<file path="src/rtl/myfsm_seq_det_if.sv">
// Serial-stream and configuration bundle for myfsm_seq_det.
// master: the stimulus source / configuration side. slave: the detector.
interface myfsm_seq_det_if #(
    parameter int unsigned W     = 4,
    parameter int unsigned CNT_W = 8
);
    localparam int unsigned FILL_W = $clog2(W + 1);

    // Serial data and control
    logic              i_x;
    logic              i_valid;
    logic              i_clr;

    // Runtime configuration
    logic              i_cfg_we;
    logic [W-1:0]      i_cfg_pat;
    logic [W-1:0]      i_cfg_mask;
    logic              i_cfg_ovl;

    // Detector results
    logic              o_y;
    logic [FILL_W-1:0] o_fill;
    logic [1:0]        o_state;
    logic [CNT_W-1:0]  o_match_cnt;

    modport master (
        output i_x, i_valid, i_clr, i_cfg_we, i_cfg_pat, i_cfg_mask, i_cfg_ovl,
        input  o_y, o_fill, o_state, o_match_cnt
    );

    modport slave (
        input  i_x, i_valid, i_clr, i_cfg_we, i_cfg_pat, i_cfg_mask, i_cfg_ovl,
        output o_y, o_fill, o_state, o_match_cnt
    );
endinterface

</file>
<file path="src/rtl/myfsm_seq_det.sv">
// Parametrised serial sequence detector with care-mask, overlap select and
// input-valid gating. Default build (W=4, pattern all ones, non-overlap) behaves
// exactly like the legacy 4-bit run detector.
// Optional match counter: define MYFSM_SEQ_DET_MATCH_CNT_EN to enable it;
// otherwise o_match_cnt is tied to zero and no counter flops exist.
module myfsm_seq_det #(
    parameter int unsigned  W       = 4,
    parameter logic [W-1:0] RST_PAT = {W{1'b1}},
    parameter logic         RST_OVL = 1'b0,
    parameter int unsigned  CNT_W   = 8
) (
    input  logic           i_clk,
    input  logic           i_rst_n,
    myfsm_seq_det_if.slave bus
);
    localparam int unsigned FILL_W = $clog2(W + 1);

    localparam logic [1:0] StEmpty   = 2'd0;
    localparam logic [1:0] StFilling = 2'd1;
    localparam logic [1:0] StArmed   = 2'd2;
    localparam logic [1:0] StHit     = 2'd3;

    localparam logic [FILL_W-1:0] FillFull = FILL_W'(W);
    localparam logic [FILL_W-1:0] FillArm  = FILL_W'(W - 1);

    // Only the W-1 newest bits are kept; the oldest candidate bit is never reused.
    logic [W-2:0]      hist_q, hist_d;
    logic [FILL_W-1:0] fill_q, fill_d;
    logic              y_q, y_d;
    logic [1:0]        state_q, state_d;
    logic [W-1:0]      pat_q, mask_q;
    logic              ovl_q;

    logic [W-1:0]      cand;
    logic              hit;

    assign cand = {hist_q, bus.i_x};

    // The fill check guarantees every compared bit was really sampled.
    always_comb begin
        hit = (fill_q >= FillArm) && (((cand ^ pat_q) & mask_q) == '0);
    end

    // Next-state for history, fill and match pulse, in priority order.
    always_comb begin
        hist_d = hist_q;
        fill_d = fill_q;
        y_d    = 1'b0;
        if (bus.i_cfg_we || bus.i_clr) begin
            hist_d = '0;
            fill_d = '0;
        end else if (bus.i_valid) begin
            hist_d = cand[W-2:0];
            y_d    = hit;
            if (hit) begin
                if (ovl_q) begin
                    fill_d = FillFull;
                end else begin
                    // Non-overlap: the next match needs W fresh bits.
                    fill_d = '0;
                    hist_d = '0;
                end
            end else if (fill_q != FillFull) begin
                fill_d = fill_q + FILL_W'(1);
            end
        end
    end

    // Reported state is derived from the next-cycle pulse and fill values.
    always_comb begin
        if (y_d) begin
            state_d = StHit;
        end else if (fill_d == '0) begin
            state_d = StEmpty;
        end else if (fill_d >= FillArm) begin
            state_d = StArmed;
        end else begin
            state_d = StFilling;
        end
    end

    // Datapath registers; reset clears the partial sequence immediately.
    always_ff @(posedge i_clk or negedge i_rst_n) begin
        if (!i_rst_n) begin
            hist_q  <= '0;
            fill_q  <= '0;
            y_q     <= 1'b0;
            state_q <= StEmpty;
        end else begin
            hist_q  <= hist_d;
            fill_q  <= fill_d;
            y_q     <= y_d;
            state_q <= state_d;
        end
    end

    // Configuration registers, loaded only by the write strobe.
    always_ff @(posedge i_clk or negedge i_rst_n) begin
        if (!i_rst_n) begin
            pat_q  <= RST_PAT;
            mask_q <= '1;
            ovl_q  <= RST_OVL;
        end else if (bus.i_cfg_we) begin
            pat_q  <= bus.i_cfg_pat;
            mask_q <= bus.i_cfg_mask;
            ovl_q  <= bus.i_cfg_ovl;
        end
    end

    assign bus.o_y     = y_q;
    assign bus.o_fill  = fill_q;
    assign bus.o_state = state_q;

`ifdef MYFSM_SEQ_DET_MATCH_CNT_EN
    localparam logic [CNT_W-1:0] CntMax = '1;

    logic [CNT_W-1:0] cnt_q, cnt_d;

    // Count lands on the same edge as the pulse it counts; saturates at all ones.
    always_comb begin
        cnt_d = cnt_q;
        if (bus.i_cfg_we || bus.i_clr) begin
            cnt_d = '0;
        end else if (y_d && (cnt_q != CntMax)) begin
            cnt_d = cnt_q + CNT_W'(1);
        end
    end

    // Match counter register.
    always_ff @(posedge i_clk or negedge i_rst_n) begin
        if (!i_rst_n) begin
            cnt_q <= '0;
        end else begin
            cnt_q <= cnt_d;
        end
    end

    assign bus.o_match_cnt = cnt_q;
`else
    assign bus.o_match_cnt = '0;
`endif

    a_fill_bound : assert property (@(posedge i_clk) disable iff (!i_rst_n)
        fill_q <= FillFull);
    a_hit_state : assert property (@(posedge i_clk) disable iff (!i_rst_n)
        y_q == (state_q == StHit));
endmodule
</file>
<file path="src/flat_wrapper.sv">
// flat-port wrapper written by rule: the top's interface ports become plain ports
module myfsm_seq_det_flat 
#(
    parameter int unsigned  W       = 4,
    parameter logic [W-1:0] RST_PAT = {W{1'b1}},
    parameter logic         RST_OVL = 1'b0,
    parameter int unsigned  CNT_W   = 8
)
  (i_clk, i_rst_n, bus_i_x, bus_i_valid, bus_i_clr, bus_i_cfg_we, bus_i_cfg_pat, bus_i_cfg_mask, bus_i_cfg_ovl, bus_o_y, bus_o_fill, bus_o_state, bus_o_match_cnt);
  myfsm_seq_det_if #(.W(W), .CNT_W(CNT_W)) bus_i ();
  input  logic i_clk;
  input  logic i_rst_n;
  input wire logic [$bits(bus_i.i_x)-1:0] bus_i_x;
  input wire logic [$bits(bus_i.i_valid)-1:0] bus_i_valid;
  input wire logic [$bits(bus_i.i_clr)-1:0] bus_i_clr;
  input wire logic [$bits(bus_i.i_cfg_we)-1:0] bus_i_cfg_we;
  input wire logic [$bits(bus_i.i_cfg_pat)-1:0] bus_i_cfg_pat;
  input wire logic [$bits(bus_i.i_cfg_mask)-1:0] bus_i_cfg_mask;
  input wire logic [$bits(bus_i.i_cfg_ovl)-1:0] bus_i_cfg_ovl;
  output wire logic [$bits(bus_i.o_y)-1:0] bus_o_y;
  output wire logic [$bits(bus_i.o_fill)-1:0] bus_o_fill;
  output wire logic [$bits(bus_i.o_state)-1:0] bus_o_state;
  output wire logic [$bits(bus_i.o_match_cnt)-1:0] bus_o_match_cnt;
  assign bus_i.i_x = bus_i_x;
  assign bus_i.i_valid = bus_i_valid;
  assign bus_i.i_clr = bus_i_clr;
  assign bus_i.i_cfg_we = bus_i_cfg_we;
  assign bus_i.i_cfg_pat = bus_i_cfg_pat;
  assign bus_i.i_cfg_mask = bus_i_cfg_mask;
  assign bus_i.i_cfg_ovl = bus_i_cfg_ovl;
  assign bus_o_y = bus_i.o_y;
  assign bus_o_fill = bus_i.o_fill;
  assign bus_o_state = bus_i.o_state;
  assign bus_o_match_cnt = bus_i.o_match_cnt;
  myfsm_seq_det #(.W(W), .RST_PAT(RST_PAT), .RST_OVL(RST_OVL), .CNT_W(CNT_W)) u_core (.i_clk(i_clk), .i_rst_n(i_rst_n), .bus(bus_i));
endmodule
</file>
<file path="config.mk">
export PLATFORM = sky130hd
export DESIGN_NAME = myfsm_seq_det_flat
export DESIGN_NICKNAME = d
export VERILOG_FILES = /design/src/rtl/myfsm_seq_det_if.sv /design/src/rtl/myfsm_seq_det.sv /design/src/flat_wrapper.sv
export SDC_FILE = /design/constraint.sdc
export NUM_CORES = 1
export LEC_CHECK = 0
export ABC_AREA = 1
export BUFFER_PORTS_ARGS = -buffer_cell sky130_fd_sc_hd__buf_4
export CAP_MARGIN = 10
export CORE_MARGIN = 2
export CORE_UTILIZATION = 40
export CTS_CLUSTER_SIZE = 24
export DETAILED_ROUTE_END_ITERATION = 8
export PLACE_DENSITY = 0.7
export SLEW_MARGIN = 25
export SYNTH_ARGS = -nofsm -noshare
export SYNTH_HDL_FRONTEND = slang
export SYNTH_SLANG_ARGS = --single-unit
</file>
<file path="constraint.sdc">
create_clock -name i_clk -period 1.7 [get_ports i_clk]
set_input_delay 0.34 -clock i_clk [delete_from_list [all_inputs] [get_ports i_clk]]
set_output_delay 0.34 -clock i_clk [all_outputs]
set_load 0.01 [all_outputs]
</file>
Word level (Yosys, flattened, before mapping)

Cells that the tools add are included.

Order comparisons: 2
Muxes and demuxes: 14
Equality and inequality tests: 1
Reduce and logical (&&, ||, !) cells: 5
Add/subtract/negate cells: 1
Bitwise operators: 2

Operators by type and width:

| operator                                            | number |
|---|---|
| 2-to-1 mux 3 bit                                    | 9 |
| >= comparator 3 x 2 -> 1 bit, second input constant | 2 |
| 2-to-1 mux 2 bit                                    | 3 |
| bitwise AND 4 bit                                   | 1 |
| logical NOT 4 bit                                   | 1 |
| XOR 4 bit                                           | 1 |
| adder 3 x 1 -> 3 bit, second input constant         | 1 |
| logical NOT 3 bit                                   | 1 |
| != test 3 bit, second input constant                | 1 |
| 2-to-1 mux 1 bit                                    | 2 |
| nonzero test 2 bit                                  | 1 |
| logical AND 1 bit                                   | 1 |
| logical OR 1 bit                                    | 1 |

Flip-flop bits (word level): 18
Word-level logic and storage cells: 32
Bits of input ports: 15
Output and inout port bits: 14

Logic depth before layout (Yosys ltp)

Gate-level depths: netlist of the first run.

Depth in word-level cells: 11
Mapped depth: 13
Gate-level depth less buffers: 13

Worst setup path after synthesis of the first run

OpenSTA, ideal clock, no wires.

Path kind: register to register
From: register u_core.fill_q[0] (netlist: u_core.bus.o_fill[0])
To: register u_core.state_q[0] (netlist: u_core.bus.o_state[0])
Data arrival time: 1.442 ns
Required time: 1.585 ns
Path buffers: 0
Setup slack: 0.142 ns
Stages on the path, launching flop included: 13
Period minus slack after synthesis: 1.558 ns
Library setup time: 0.115 ns
Path through: dfrtp_1 -> ha_1 -> ha_1 -> nor2_1 -> nand2_1 -> nand2_1 -> nor2_4 -> nand3_2 -> nand2_2 -> inv_2 -> nand2_4 -> nand3_2 -> nand2_2

Cells in the longest elaborated chain, start to end: 9
Elaborated cells between the ends (all ways): 15
Classes of those cells: 1 x add/sub; 2 x order compare; 1 x eq/ne; 9 x mux; 2 x reduce/logical

RTL lines:

| element                                                      | RTL line                                 | text |
|---|---|---|
| start: declaration                                           | myfsm_seq_det.sv:28                      | `logic [FILL_W-1:0] fill_q, fill_d;` |
| start signal: assignment                                     | myfsm_seq_det.sv:91                      | `fill_q <= fill_d;` |
| adder 3 x 1 -> 3 bit (tied with other cells)                 | myfsm_seq_det.sv:64                      | `fill_d = fill_q + FILL_W'(1);` |
| 2-to-1 mux 3 bit / logical AND 1 bit (equally long branches) | myfsm_seq_det.sv:63, myfsm_seq_det.sv:41 |  |
| 2-to-1 mux 3 bit                                             | myfsm_seq_det.sv:55                      | `if (hit) begin` |
| 2-to-1 mux 3 bit *                                           | myfsm_seq_det.sv:52                      | `end else if (bus.i_valid) begin` |
| 2-to-1 mux 3 bit *                                           | myfsm_seq_det.sv:49                      | `if (bus.i_cfg_we \|\| bus.i_clr) begin` |
| via u_core.fill_d[0]                                         | myfsm_seq_det.sv:28                      |  |
| >= comparator 3 x 2 -> 1 bit                                 | myfsm_seq_det.sv:75                      | `end else if (fill_d >= FillArm) begin` |
| 2-to-1 mux 2 bit                                             | myfsm_seq_det.sv:75                      |  |
| 2-to-1 mux 2 bit *                                           | myfsm_seq_det.sv:73                      | `end else if (fill_d == '0) begin` |
| 2-to-1 mux 2 bit *                                           | myfsm_seq_det.sv:71                      | `if (y_d) begin` |
| via u_core.state_d[0]                                        | myfsm_seq_det.sv:30                      | `logic [1:0] state_q, state_d;` |
| end signal: assignment                                       | myfsm_seq_det.sv:88                      | `state_q <= StEmpty;` |
| end signal: assignment                                       | myfsm_seq_det.sv:93                      | `state_q <= state_d;` |
| end: declaration                                             | myfsm_seq_det.sv:30                      |  |

Mark *: on every way through the listed nets, which the timed path passes. The rest lies on a longest branch.
A chain may end at the register's enable or synchronous reset.

Worst setup path after layout of the first run

From: register u_core.fill_q[1] (netlist: u_core.bus.o_fill[1])
To: register u_core.state_q[0] (netlist: u_core.bus.o_state[0])

Cells in the longest elaborated chain, start to end: 9
Elaborated cells between the ends (all ways): 15
Classes of those cells: 1 x add/sub; 2 x order compare; 1 x eq/ne; 9 x mux; 2 x reduce/logical

RTL lines:

| element                                                      | RTL line |
|---|---|
| adder 3 x 1 -> 3 bit (tied with other cells)                 | myfsm_seq_det.sv:64 |
| 2-to-1 mux 3 bit / logical AND 1 bit (equally long branches) | myfsm_seq_det.sv:63, myfsm_seq_det.sv:41 |
| 2-to-1 mux 3 bit *                                           | myfsm_seq_det.sv:55 |
| 2-to-1 mux 3 bit *                                           | myfsm_seq_det.sv:52 |
| 2-to-1 mux 3 bit *                                           | myfsm_seq_det.sv:49 |
| via u_core.fill_d[2]                                         | myfsm_seq_det.sv:28 |
| >= comparator 3 x 2 -> 1 bit                                 | myfsm_seq_det.sv:75 |
| 2-to-1 mux 2 bit                                             | myfsm_seq_det.sv:75 |
| 2-to-1 mux 2 bit *                                           | myfsm_seq_det.sv:73 |
| 2-to-1 mux 2 bit *                                           | myfsm_seq_det.sv:71 |
| via u_core.state_d[0]                                        | myfsm_seq_det.sv:30 |

Marks and branches as above.

==> results of run 1 <==
cell type report:
class,count,area [um^2]
well taps,30,37.5
clock buffers,4,36.3
fillers,227,1200
flip-flops and latches,18,460
repair buffers,23,175
multi-input cells,78,528
inverters,17,63.8
synth_stat cells (all sizes together):
library cell	count
ha	3
a21oi	1
dfstp	8
buf	9
or2	1
nand2	24
clkinv	1
dfrtp	10
nor2	17
o21ai	3
o22ai	2
nand3	10
mux2	7
nor3	2
conb	1
inv	16
worst max-delay path, cell delays in order, from the launching register on:
cell and delay [ps]:
dfrtp_1 390, ha_2 180, ha_2 170, nor2_2 40, nand2_2 90, inv_2 40, nor2_2 80, nand3_2 120
nand2_2 100, nand3_2 60, nand2_2 70, inv_2 40, nand3_2 50, nand2_2 40
metal layers:
layer / part of all wire / vias to the layer above / track usage
li1: - / 395 / -
met1: 0.43 / 356 / 0.156
met2: 0.53 / 18 / 0.224
met3: 0.032 / 2 / 0.0141
met4: 0.011 / 0 / 0.0627
met5: 0 / - / 0
metrics by stage:
stage / power, mW / std cells / worst slack [ps] / cell area [um^2]
3_5_place_dp: 0.637 / 164 / 72.4 / 1220
5_1_grt: 0.941 / 170 / 17.7 / 1300
3_3_place_gp: 0.631 / 164 / 130 / 1220
4_1_cts: 0.903 / 169 / 51.4 / 1260
2_1_floorplan: 0.592 / 122 / 142 / 1090
6_report: 0.897 / 170 / 132 / 1300
cells by family (layout without fill, tap and decap cells):
| kind of cell | Yosys count | count (layout) | share of synthesized area |
|---|---|---|---|
| buffers and inverters | 26 | 44 | 0.121 |
| flip-flops | 18 | 18 | 0.434 |
| adder cells (fa/ha/maj) | 3 | 3 | 0.0354 |
| AO/OA/AOI/OAI | 6 | 6 | 0.0306 |
| multiplexers | 7 | 7 | 0.0743 |
| AND/OR/NAND/NOR | 54 | 54 | 0.301 |
| other | 1 | 8 | 0.00353 |
worst paths after layout:
path	startpoint	to	slack [ps]
worst max-delay path	u_core.bus.o_fill[1]	u_core.bus.o_state[0]	130
worst min-delay path	bus_i_cfg_ovl	u_core.ovl_q	250
worst max register to register	u_core.bus.o_fill[1]	u_core.bus.o_state[0]	130
worst min register to register	u_core.pat_q[3]	u_core.pat_q[3]	520
max in group asynchronous	i_rst_n	u_core.pat_q[2]	1020
min in group asynchronous	i_rst_n	u_core.bus.o_fill[1]	430
power by group:
| part | internal [mW] | switching [mW] | total, mW |
|---|---|---|---|
| Clock | 0.130 | 0.133 | 0.263 |
| Combinational | 0.0684 | 0.0826 | 0.151 |
| Sequential | 0.468 | 0.0149 | 0.482 |
| Total | 0.667 | 0.230 | 0.897 |
registers in the layout (all words and copies together), names as in the netlist:
register and cells:
u_core.bus.o_fill 3, u_core.mask_q 4, u_core.bus.o_y 1, u_core.pat_q 4, u_core.ovl_q 1, u_core.bus.o_state 2
u_core.hist_q 3
what timing repair did:
item / CTS / global route
hold endpoints to repair: 10 / 0
setup endpoints to repair: 0 / 2
hold buffers: 1 / 0
gates resized for setup: 0 / 9
setup buffers: 0 / 1
==> results.tsv, run 1 <==
metric	value	unit
drc_errors	0	
dp_hpwl	1470	um
grt_pass1_vias	758	
core_area	2500	um^2
most-common-layout-cells	buf_4 (22), nand2_1 (16), inv_1 (12)	
initial_core_util	0.424	
yosys_warnings	0	
htreeDepth	1	
ys_seq_elements	18	
drive_gt1_frac	0.493	
hold_violations	0	
utilization	0.521	
synth_area_leaders	dfrtp_1 (24%), dfstp_2 (20%), mux2_2 (7.4%), nand2_1 (6.4%), nand3_2 (5.7%)	
grt_pass1_wl	3170	um
syn_inst	115	
vias_per_cell	4.54	
tritoncts	yes	
boundaryPins	29	
setup_viol	0	
cap_violations	0	
synth_top_cell_by_area	dfrtp_1	
syn-cell-area	1060	um^2
firstDrtPassIters	4	
cts_made_buffers	3	
postRouteAntennaNets	0	
final_common_cell	buf_4	
die_area	3080	um^2
required	1900	ps
finalCritPeriodShare	0.922	
path_max_fanout	3	
hold_path_class	input port to register	
yosysUniqueCellTypes	24	
worstPathArrival	1760	ps
cellPowerDensity	689	nW/um^2
end_kind	register	
dieWidth	55.5	um
slew_violations	0	
synthToLayoutAreaGrowth	22.6	%
setup.worst_path.start_class	register	
vias	771	
grt_max_degree	19	
routed_wirelength	1800	um
clock_latency	290	ps
place_congestion	0.840	
fp.dieH	55.5	um
reg2reg_depth	13	
initialDrtViolationCount	6	
fin_nets	159	
antenna_cells	0	
antenna_found_initial	0	
p_leak	0.634	nW
std_cell_rows	18	
rsz0062_at_grt	no	
overflow	0	
hold_ws	251	ps
finClkSkew	1.11	ps
status	finished, final reports clean	
min_period	1570	ps
clock-sinks	18	
syn_area_per_cell	9.23	um^2
synth_top_area_frac	0.236	
ctsRootBufferMaster	clkbuf_4	
hold-path-cell-count	3	
track_usage	0.128	
io_buffers	20	
fin_setup_tns	0	ps
clkSlewWorstSetupHoldPaths	100	ps
fmax	638	MHz
ys_seq_area_frac	0.434	
wl_per_cell	10.6	um
ctsLongestPathBuffers	2	
critPathKind	register to register	
peakVddDrop	446	uV
Power figures use the tool's default switching activity.
==> run 2: changes to the inputs <==
- CORE_MARGIN: 2 -> 4
- REMOVE_ABC_BUFFERS: not set -> 1
==> results.tsv, run 2 (same netlist as run 1, synthesis figures left out) <==
metric	value	unit
status	finished, final reports clean	
track_usage	0.118	
fmax	614	MHz
hold_violations	0	
switching_share	0.255	
wl_per_cell	11.6	um
p_leak	0.669	nW
preCtsSetupSlack	77.6	ps
final_common_cell	buf_4	
setup.worst_path.start_class	register	
drive_gt1_frac	0.524	
vias	797	
firstDrtPassIters	3	
die_area	3540	um^2
drc_errors	0	
cellPowerDensity	664	nW/um^2
hold_ws	251	ps
p_comb_frac	0.173	
setup_ws	72.1	ps
grt_max_degree	19	
grt_pass1_wl	3170	um
most-common-layout-cells	buf_4 (26), nand2_1 (15), inv_1 (12), nor2_1 (12), dfrtp_1 (10)	
routed_wirelength	2030	um
antenna_cells	0	
initialDrtViolationCount	14	
clock-sinks	18	
stdcell_area	1360	um^2
dieWidth	59.5	um
fin_setup_tns	0	ps
pwr-share-clk	0.291	
fin_nets	164	
dpl_cell_area	1220	um^2
initial_core_util	0.424	
clock_latency	290	ps
required	1890	ps
setup_viol	0	
path_max_fanout	3	
ctsLongestPathBuffers	2	
cap_violations	0	
end_kind	register	
peakVddDrop	561	uV
clkSlewWorstSetupHoldPaths	100	ps
min_period	1630	ps
overflow	0	
power.switching	230	uW
slew_violations	0	
postRouteAntennaNets	0	
p_total	900	uW
ctsRootBufferMaster	clkbuf_4	
grt_pass1_vias	789	
hold_path_class	input port to register	
synthToLayoutAreaGrowth	27.8	%
cts_made_buffers	3	
critPathKind	register to register	
io_buffers	20	
vias_per_cell	4.55	
finClkSkew	0.783	ps
finalCritPeriodShare	0.958	
nFillCells	207	
core_area	2500	um^2
fp.dieH	59.5	um
antenna_found_initial	0	
seq_power_share	0.536	
place_congestion	0.832	
internal_power	671	uW
boundaryPins	29	
tritoncts	yes	
std_cell_rows	18	
reg_top3	u_core.mask_q x4, u_core.pat_q x4	
dp_hpwl	1480	um
worstPathArrival	1820	ps
r2r_slack	70	ps
htreeDepth	1	
[run 2: critical path, stage by stage, from the launching register on]
cell and delay [ps]:
dfrtp_1 410, ha_2 210, ha_4 160, nor2_2 100
nand2_2 80, inv_1 50, nor2_1 40, nand3_2 110
nand3_4 100, nand2_4 90, nand2_4 50, nand3_2 70
nand2_2 50
[run 2: layout make-up]
type,count,area (um^2),share of cell area
Sequential cell,18,460,0.339
Clock buffer,4,36.3,0.0268
Tap cell,30,37.5,0.0277
Timing Repair Buffer,28,216,0.160
Multi-Input combinational cell,78,539,0.398
Inverter,17,66.3,0.0489
[run 2: path summary, 6_finish.rpt]
| check | from | end | cells after the start |
|---|---|---|---|
| worst max-delay path | u_core.bus.o_fill[1] | u_core.bus.o_state[0] | 12 |
| worst min-delay path | bus_i_cfg_ovl | u_core.ovl_q | 3 |
| worst max register to register | u_core.bus.o_fill[1] | u_core.bus.o_state[0] | 12 |
| worst min register to register | u_core.pat_q[3] | u_core.pat_q[3] | 2 |
| max in group asynchronous | i_rst_n | u_core.pat_q[2] | 2 |
| min in group asynchronous | i_rst_n | u_core.bus.o_fill[0] | 2 |
[run 2: power by group through the flow]
stage | clock network (mW) | logic [mW] | registers (mW)
after CTS | 0.273 | 0.148 | 0.483
final | 0.262 | 0.156 | 0.482
after floorplan | 0 | 0.0863 | 0.489
after global placement | 0 | 0.142 | 0.489
after detailed placement | 0 | 0.146 | 0.490
after global routing | 0.291 | 0.174 | 0.487
[run 2: what timing repair did]
action / CTS / global route
endpoints found under the setup margin: 0 / 1
setup buffers: 0 / 6
resized for setup: 0 / 14
hold buffers: 1 / 0
endpoints found under the hold margin: 10 / 0
[run 2: per-layer routing]
layer	vias to the layer above	wire [um]	GRT usage
met2	19	1060	0.190
met3	4	95	0.0153
met1	369	837	0.151
li1	405	-	-
met5	-	0	0
met4	0	36	0.0665
[run 2: through the flow]
step	util	instances
2_1_floorplan	-	113
3_3_place_gp	0.487	164
3_5_place_dp	0.487	164
4_1_cts	0.506	169
5_1_grt	0.543	175
6_report	0.543	175
==> run 3: changes to the inputs <==
- clock period: 1.7 -> 1.9 ns (I/O delays scaled with it)
==> results.tsv, run 3 (same netlist as run 1, synthesis figures left out) <==
metric	value	unit
status	finished, final reports clean	
wl_per_cell	11.7	um
finalCritPeriodShare	0.868	
drive_gt1_frac	0.435	
dieWidth	59.5	um
p_leak	0.624	nW
rsz0062_at_grt	no	
boundaryPins	29	
peakVddDrop	337	uV
cap_violations	0	
most-common-layout-cells	buf_4 (20), nand2_1 (18), inv_1 (13), nor2_1 (13), dfrtp_1 (10)	
tritoncts	yes	
die_area	3540	um^2
setup.worst_path.start_class	register	
drc_errors	0	
slew_violations	0	
initial_core_util	0.424	
reg2reg_depth	12	
hold_violations	0	
cellPowerDensity	637	nW/um^2
slowest_stage	dfrtp_1	
instances_no_fill	168	
fmax	607	MHz
clock-sinks	18	
crit_chain	ha_1 > ha_1 > nor2_1 > nand2_1 > nand2_1 > nor2_4 > nand3_2 > nand2_2 > inv_2 > nand2_4 > nand3_2 > nand2_2	
required	2100	ps
cts_made_buffers	3	
end_kind	register	
fin_setup_tns	0	ps
worstPathArrival	1850	ps
utilization	0.503	
antenna_found_initial	0	
vias_per_cell	4.68	
fp.dieH	59.5	um
grt_pass1_vias	829	
track_usage	0.129	
grt_pass1_wl	3410	um
clock_latency	300	ps
final_common_cell	buf_4	
p_total	800	uW
reg_top3	u_core.mask_q x4, u_core.pat_q x4	
critPathKind	register to register	
htreeDepth	1	
grt_max_degree	19	
firstDrtPassIters	4	
clkSlewWorstSetupHoldPaths	110	ps
vias	787	
setup_viol	0	
core_area	2500	um^2
nFillCells	234	
io_buffers	20	
hold_path_class	input port to register	
place_congestion	0.815	
ctsRootBufferMaster	clkbuf_4	
synthToLayoutAreaGrowth	18.4	%
dp.cells	163	
ctsResizeCount	0	
overflow	0	
antenna_cells	0	
finClkSkew	7.94	ps
ctsLongestPathBuffers	2	
fin_nets	157	
cpPeakStageDelay	440	ps
hold-path-cell-count	3	
routed_wirelength	1960	um
std_cell_rows	18	
min_period	1650	ps
dp_hpwl	1540	um
postRouteAntennaNets	0	
path_max_fanout	5	
initialDrtViolationCount	8	
run 3: cell types whose count changed in the layout (fill, tap and decap cells not counted), moves of 2 or more:
cell,delta
buf_4,-6
ha_2,-2
ha_1,+3
nand2_1,+3
nand2_2,-3
run 3: report_power, final:
part	total [mW]	leakage [nW]	internal, mW	switching [mW]
Sequential	0.433	0.220	0.418	0.0147
Clock	0.237	0.0210	0.117	0.121
Combinational	0.129	0.383	0.0587	0.0708
run 3: timing repair:
action / CTS / global route
setup buffers: 0 / 0
hold endpoints to repair: 10 / 0
hold buffers: 1 / 0
run 3: worst max-delay path, delay by kind of cell, from the launching register on:
family / cells / cell delay (ps)
adders and majority gates: 2 / 390
buffers and inverters: 1 / 90
DFF: 1 / 440
and+or+nand+nor: 9 / 640
run 3: layout make-up:
class | instances | area [um^2] | area share
Timing Repair Buffer | 21 | 160 | 0.127
Tap cell | 30 | 37.5 | 0.0299
Sequential cell | 18 | 460 | 0.367
Multi-Input combinational cell | 78 | 498 | 0.396
Inverter | 17 | 63.8 | 0.0508
Clock buffer | 4 | 36.3 | 0.0289
run 3: worst paths after layout:
kind	startpoint	endpoint	slack [ps]
setup / recovery	u_core.bus.o_fill[0]	u_core.bus.o_state[0]	250
hold / removal	bus_i_cfg_ovl	u_core.ovl_q	300
setup reg to reg	u_core.bus.o_fill[0]	u_core.bus.o_state[0]	250
hold reg to reg	u_core.pat_q[3]	u_core.pat_q[3]	520
max in group asynchronous	i_rst_n	u_core.mask_q[3]	1160
min in group asynchronous	i_rst_n	u_core.bus.o_state[1]	480
run 3: metal layers:
layer  GRT usage  part of all wire  vias up
li1            -                 -      388
met1       0.154              0.42      373
met2       0.214              0.51       22
met3      0.0218             0.048        4
met4      0.0823             0.018        0
met5           0                 0        -
run 3: metrics by stage:
| stage | setup WS (ps) | hold WS [ps] | area [um^2] |
|---|---|---|---|
| after CTS | 266 | 288 | 1260 |
| after floorplan | 342 | 84.4 | 1020 |
| after global routing | 128 | 283 | 1260 |
| after detailed placement | 299 | 262 | 1210 |
| final | 251 | 298 | 1260 |
| after global placement | 310 | 259 | 1210 |
